<file path="src/rtl/mult_simd_pipelined_pkg.sv">
// Shared definitions for the SIMD pipelined multiplier.
//   mode_e      : operating mode, full-width product or two half-width lanes
//   lane_width  : product width of one half-width lane (AH + BH)
package mult_simd_pipelined_pkg;

  typedef enum logic {
    MODE_FULL = 1'b0,
    MODE_HALF = 1'b1
  } mode_e;

  function automatic int lane_width(input int a_w, input int b_w);
    return (a_w / 2) + (b_w / 2);
  endfunction

endpackage

</file>
<file path="src/rtl/mult_simd_pp_core.sv">
// Combinational Baugh-Wooley multiplier with half-width lane masking.
// The parent registers the result.
// Ports:
//   a, b           : operands
//   a_sign, b_sign : 1 = operand is two's complement, 0 = unsigned
//   mode           : MODE_FULL gives one full product, MODE_HALF gives two
//                    independent lane products packed {hi_lane, lo_lane}
//   product        : A_W+B_W bit result (truncated)
module mult_simd_pp_core
  import mult_simd_pipelined_pkg::*;
#(
  parameter int A_W = 8,
  parameter int B_W = 8
) (
  input  logic [A_W-1:0]     a,
  input  logic [B_W-1:0]     b,
  input  logic               a_sign,
  input  logic               b_sign,
  input  mode_e              mode,
  output logic [A_W+B_W-1:0] product
);

  localparam int PW = A_W + B_W;
  localparam int AH = A_W / 2;
  localparam int BH = B_W / 2;
  localparam int PH = lane_width(A_W, B_W);

  logic          pp;
  logic          neg;
  logic [PW-1:0] s_full;
  logic [PH-1:0] s_lo;
  logic [PH-1:0] s_hi;

  // A partial-product bit whose weight is negative (exactly one factor is
  // the sign bit of a signed operand) is entered inverted and a constant
  // 2^k is subtracted: (1 - x)*2^k - 2^k = -x*2^k. This is the Baugh-Wooley
  // form, applied separately to the full array and to each lane sub-array.
  // Cross-lane terms never enter the lane sums, so no carry or sign
  // correction leaks across the lane boundary.
  always_comb begin
    pp     = 1'b0;
    neg    = 1'b0;
    s_full = '0;
    s_lo   = '0;
    s_hi   = '0;
    for (int i = 0; i < A_W; i++) begin
      for (int j = 0; j < B_W; j++) begin
        pp  = a[i] & b[j];
        neg = ((i == A_W-1) && a_sign) != ((j == B_W-1) && b_sign);
        s_full = s_full + (PW'(pp ^ neg) << (i + j)) - (PW'(neg) << (i + j));
        if ((i < AH) && (j < BH)) begin
          neg  = ((i == AH-1) && a_sign) != ((j == BH-1) && b_sign);
          s_lo = s_lo + (PH'(pp ^ neg) << (i + j)) - (PH'(neg) << (i + j));
        end else if ((i >= AH) && (j >= BH)) begin
          neg  = ((i == A_W-1) && a_sign) != ((j == B_W-1) && b_sign);
          s_hi = s_hi + (PH'(pp ^ neg) << (i - AH + j - BH))
                      - (PH'(neg) << (i - AH + j - BH));
        end
      end
    end
    product = (mode == MODE_HALF) ? {s_hi, s_lo} : s_full;
  end

endmodule

</file>
<file path="src/rtl/mult_simd_pipelined.sv">
// Pipelined SIMD multiply / multiply-accumulate.
// A sample (operands plus sideband) is accepted when in_valid & ce. The
// product is formed combinationally, carried through LATENCY-1 register
// stages, and the final registered stage resolves accumulation and drives C.
// Ports:
//   clk, reset     : clock (rising edge), asynchronous active-high reset
//   ce             : clock enable, low freezes every register
//   in_valid       : sample qualifier
//   A, B           : operands
//   A_sign, B_sign : per-operand signedness
//   HALF_0         : 1 = two half-width lanes, 0 = one full product
//   acc_en, acc_clr: accumulate / load accumulator (clr wins)
//   out_valid, C   : result qualifier and result
module mult_simd_pipelined
  import mult_simd_pipelined_pkg::*;
#(
  parameter int A_CHOP_SIZE = 8,
  parameter int B_CHOP_SIZE = 8,
  parameter int LATENCY     = 2
) (
  input  logic                           clk,
  input  logic                           reset,
  input  logic                           ce,
  input  logic                           in_valid,
  input  logic [A_CHOP_SIZE-1:0]         A,
  input  logic [B_CHOP_SIZE-1:0]         B,
  input  logic                           A_sign,
  input  logic                           B_sign,
  input  logic                           HALF_0,
  input  logic                           acc_en,
  input  logic                           acc_clr,
  output logic                           out_valid,
  output logic [A_CHOP_SIZE+B_CHOP_SIZE-1:0] C
);

  localparam int PW = A_CHOP_SIZE + B_CHOP_SIZE;
  localparam int PH = lane_width(A_CHOP_SIZE, B_CHOP_SIZE);

  if ((A_CHOP_SIZE % 2 != 0) || (A_CHOP_SIZE < 4) ||
      (B_CHOP_SIZE % 2 != 0) || (B_CHOP_SIZE < 4) || (LATENCY < 1)) begin : g_bad_param
    $error("mult_simd_pipelined: operand widths must be even and >= 4, LATENCY >= 1");
  end

  // Sideband travels with its product so modes can change sample to sample.
  typedef struct packed {
    logic          valid;
    mode_e         mode;
    logic          acc_en;
    logic          acc_clr;
    logic [PW-1:0] product;
  } stage_t;

  logic [PW-1:0] product_comb;
  stage_t        pipe_d;
  stage_t        pipe_q;
  logic [PW-1:0] acc_q;
  logic [PW-1:0] acc_d;
  logic [PW-1:0] c_d;

  mult_simd_pp_core #(
    .A_W (A_CHOP_SIZE),
    .B_W (B_CHOP_SIZE)
  ) u_core (
    .a       (A),
    .b       (B),
    .a_sign  (A_sign),
    .b_sign  (B_sign),
    .mode    (mode_e'(HALF_0)),
    .product (product_comb)
  );

  always_comb begin
    pipe_d.valid   = in_valid;
    pipe_d.mode    = mode_e'(HALF_0);
    pipe_d.acc_en  = acc_en;
    pipe_d.acc_clr = acc_clr;
    pipe_d.product = product_comb;
  end

  if (LATENCY > 1) begin : g_chain
    stage_t chain [LATENCY-1];

    always_ff @(posedge clk or posedge reset) begin
      if (reset) begin
        for (int i = 0; i < LATENCY-1; i++) chain[i] <= '0;
      end else if (ce) begin
        chain[0] <= pipe_d;
        for (int i = 1; i < LATENCY-1; i++) chain[i] <= chain[i-1];
      end
    end

    assign pipe_q = chain[LATENCY-2];
  end else begin : g_no_chain
    assign pipe_q = pipe_d;
  end

  // Final stage. The accumulator is plain bits; a mode switch simply reads
  // the same bits as one word or as two lanes. In half mode each lane adds
  // on its own so the low-lane carry is dropped.
  always_comb begin
    acc_d = acc_q;
    c_d   = C;
    if (pipe_q.valid) begin
      c_d = pipe_q.product;
      if (pipe_q.acc_clr) begin
        acc_d = pipe_q.product;
      end else if (pipe_q.acc_en) begin
        if (pipe_q.mode == MODE_HALF) begin
          acc_d = {acc_q[PW-1:PH] + pipe_q.product[PW-1:PH],
                   acc_q[PH-1:0]  + pipe_q.product[PH-1:0]};
        end else begin
          acc_d = acc_q + pipe_q.product;
        end
        c_d = acc_d;
      end
    end
  end

  always_ff @(posedge clk or posedge reset) begin
    if (reset) begin
      acc_q     <= '0;
      C         <= '0;
      out_valid <= 1'b0;
    end else if (ce) begin
      acc_q     <= acc_d;
      C         <= c_d;
      out_valid <= pipe_q.valid;
    end
  end

endmodule

</file>
<file path="config.mk">
export PLATFORM = sky130hd
export DESIGN_NAME = mult_simd_pipelined
export DESIGN_NICKNAME = d
export VERILOG_FILES = /design/src/rtl/mult_simd_pipelined_pkg.sv /design/src/rtl/mult_simd_pp_core.sv /design/src/rtl/mult_simd_pipelined.sv
export SDC_FILE = /design/constraint.sdc
export NUM_CORES = 1
export LEC_CHECK = 0
export BUFFER_PORTS_ARGS = -buffer_cell sky130_fd_sc_hd__buf_2
export CAP_MARGIN = 20
export CORE_MARGIN = 1
export CORE_UTILIZATION = 57
export DETAILED_ROUTE_END_ITERATION = 7
export MAX_ROUTING_LAYER = met4
export PLACE_DENSITY = 0.85
export RECOVER_POWER = 25
export SETUP_SLACK_MARGIN = 0.3
export SYNTH_ARGS = -nofsm -noshare
export SYNTH_HDL_FRONTEND = slang
export SYNTH_SLANG_ARGS = --single-unit
</file>
<file path="constraint.sdc">
create_clock -name clk -period 5.7 [get_ports clk]
set_input_delay 0.285 -clock clk [delete_from_list [all_inputs] [get_ports clk]]
set_output_delay 0.285 -clock clk [all_outputs]
set_load 0.02 [all_outputs]
</file>
==> flow_summary.yaml <==
outcome:
  status: "finished, violations left"
  violations: "max-capacitance violations, max-slew violations"
logic_synthesis:
  synth_commonest_cells: "182 x inv_1, 140 x ha_1, 90 x nand2_1, 60 x fa_1, 54 x xnor2_1"
  synth_cell_types: 48
  yosysSeqAreaShare: 0.176
  synthesis.nets: 1100
  synthFlopType: "dfrtp_1"
  synth_most_common_cell: "inv_1"
  yosysTopAreaCell: "ha_1"
  synth_edf_count: 0
  synth_top_area_share: 0.232
  syn_area_per_cell_sq_um: 8.63
  async_reset_ff_frac: 1.00
  synth.area.top_cells: "ha_1 23%, dfrtp_1 18%, fa_1 16%"
  synth_seq_cells: 53
  synth_area_sq_mm: 0.00755
  ys_warn_count: 0
  syn_inst: 875
worst_setup_path:
  cp-start-kind: "input port"
  worst-path-max-fanout: 8
  crit_required_ps: 5800
  cp.arrival_ps: 5310
  endpoint_kind: "register"
  path_class: "input port to register"
clocking:
  postCtsSetupRepairBufs: 0
  cts_buffer_depth: 2
  clkTransAtPathRegs_ps: 60
  numCtsBuffers: 5
  root_buffer: "clkbuf_16"
  clkLatencyLatePin_ps: 300
  cts_tree: "built"
  htreeDepth: 2
  cts_sinks: 53
timing:
  max_freq_mhz: 192
  final_hold_viol_count: 0
  worst_slew_pin_slew_ps: 2350
  skew_ps: 4.12
  finalMaxSlewViolations: 47
  fin_tns_setup_ps: 0
  setup_ws_ps: 489
  slew_headroom: -0.568
  rsz0062_at_grt: "no"
  fin_crit_sh: 0.914
  final.min_clock_period_ps: 5210
  holdWs_ps: 215
  finalSetupViolCount: 0
floorplan:
  dieArea_sq_mm: 0.0137
  rows: 41
  ioPinCount: 42
  start_util: 0.591
  core_sq_mm: 0.0128
  die_w_um: 117
  die_h_um: 117
placed_design:
  place_congestion: 0.941
  dp_slack_ps: 103
  io_buffers: 41
  dp_hpwl_um: 12500
global_routing:
  grt_pass1_vias: 5512
  grtUsageTotal: 0.242
  antenna_found_initial: 0
  overflow: 0
  grt_pass1_wl_um: 25500
  grt_max_degree: 54
detailed_routing:
  vias_per_cell: 5.26
  met1_length_um: 7210
  route.met2.wl_um: 7040
  dr.pass1.iters: 4
  vias: 5658
  met3_length_um: 496
  drtIter0Drc: 277
  topRoutingLayerUsed: "met4"
  drc: 0
  ant_nets: 0
  routedWlPerCell_um: 14.0
  drt-total-wl_um: 15000
cells_and_area:
  antenna_cells: 0
  fillers: 1027
  final_nets: 1128
  fin_util: 0.638
  drive_gt1_frac: 0.0951
  syn2layout_area_growth_pct: 7.92
min_path:
  min_path_type: "input port to register"
job:
  drv_cap: 1
## logic make-up (layout without fill, tap and decap cells)
kind of cell | after synthesis | after routing | synth area share
compound gates | 143 | 143 | 0.118
xor+xnor | 64 | 64 | 0.0742
fa+ha+maj | 200 | 200 | 0.391
buf+inv | 210 | 239 | 0.104
flops | 53 | 53 | 0.176
mux | 19 | 19 | 0.0264
simple gates | 186 | 186 | 0.111
## routing by layer
layer	up-vias	global-route usage
met1	2661	0.328
met5	-	-
li1	2862	-
met2	116	0.396
met4	0	0.0557
met3	19	0.0216
## registers in the layout (all words and copies together), names as in the netlist
register,cells
C,16
acc_q,16
g_chain.chain,20
out_valid,1
## cells in the final DEF, fill, tap and decap left out, types with 3 or more instances in the layout
master     synthesis  layout
nand4_1            4       4
xnor2_1           54      53
buf_4              0       6
a21oi_1           45      42
inv_1            182     181
fa_1              60      60
o21ai_0           42      40
nand2_1           90      90
buf_2              0      39
nor2b_1            6       6
nor2_1            38      38
or2_2              7       7
and2_1            20      20
mux2i_1           12      12
a31oi_1            8       8
a22oi_1            4       4
dfrtp_1           53      53
clkbuf_16          0       5
o21a_1             3       3
xor2_1            10      10
a21o_1            15      15
ha_1             140     138
mux2_2             7       7
nand3_1            9       9
and3_1             4       4
a21oi_2            1       4
o21bai_1           3       3
## per-stage QoR
| stage | cell area (sq um) | cells |
|---|---|---|
| floorplan | 7560 | 875 |
| global placement | 7910 | 1066 |
| detailed placement | 7910 | 1066 |
| CTS | 8060 | 1074 |
| global route | 8150 | 1076 |
| finish | 8150 | 1076 |
## timing repair
action,in CTS,in global routing
resized for setup,0,18
endpoints found under the hold margin,0,7
setup endpoints to repair,0,4
hold buffers,0,1
## worst max-delay path, stage by stage
cell	delay, ps
buf_2	160
nand2_1	120
xnor2_2	180
inv_1	90
fa_1	530
inv_1	50
ha_1	310
fa_1	480
ha_1	290
inv_1	40
ha_1	160
or2_2	280
fa_1	500
inv_1	50
fa_1	530
inv_1	50
ha_2	320
a21o_1	200
a21o_1	180
a21oi_1	170
o21ai_2	80
xnor2_1	150
a31oi_1	100
## area by class of cell
class                      instances  area, sq um  area share
clock buffer                       6          139      0.0170
sequential                        53         1330       0.163
multi-input combinational        612         5510       0.676
clock inverter                     2         13.8     0.00169
inverter                         182          683      0.0838
tap                              172          215      0.0264
timing repair buffer              49          265      0.0326
## worst paths after layout
check	depth (start not counted)	to	slack, ps	startpoint
min	2	g_chain.chain[17]	220	acc_en
max	23	g_chain.chain[15]	490	A[4]
min reg2reg	2	C[0]	480	C[0]
max in group asynchronous	4	acc_q[14]	2740	reset
min in group asynchronous	3	C[0]	460	reset
max reg2reg	9	acc_q[14]	3000	g_chain.chain[0]
Power is left out: the tool's default activity adds up to more than one toggle a clock period on the data nets, which glitch-free logic cannot reach.
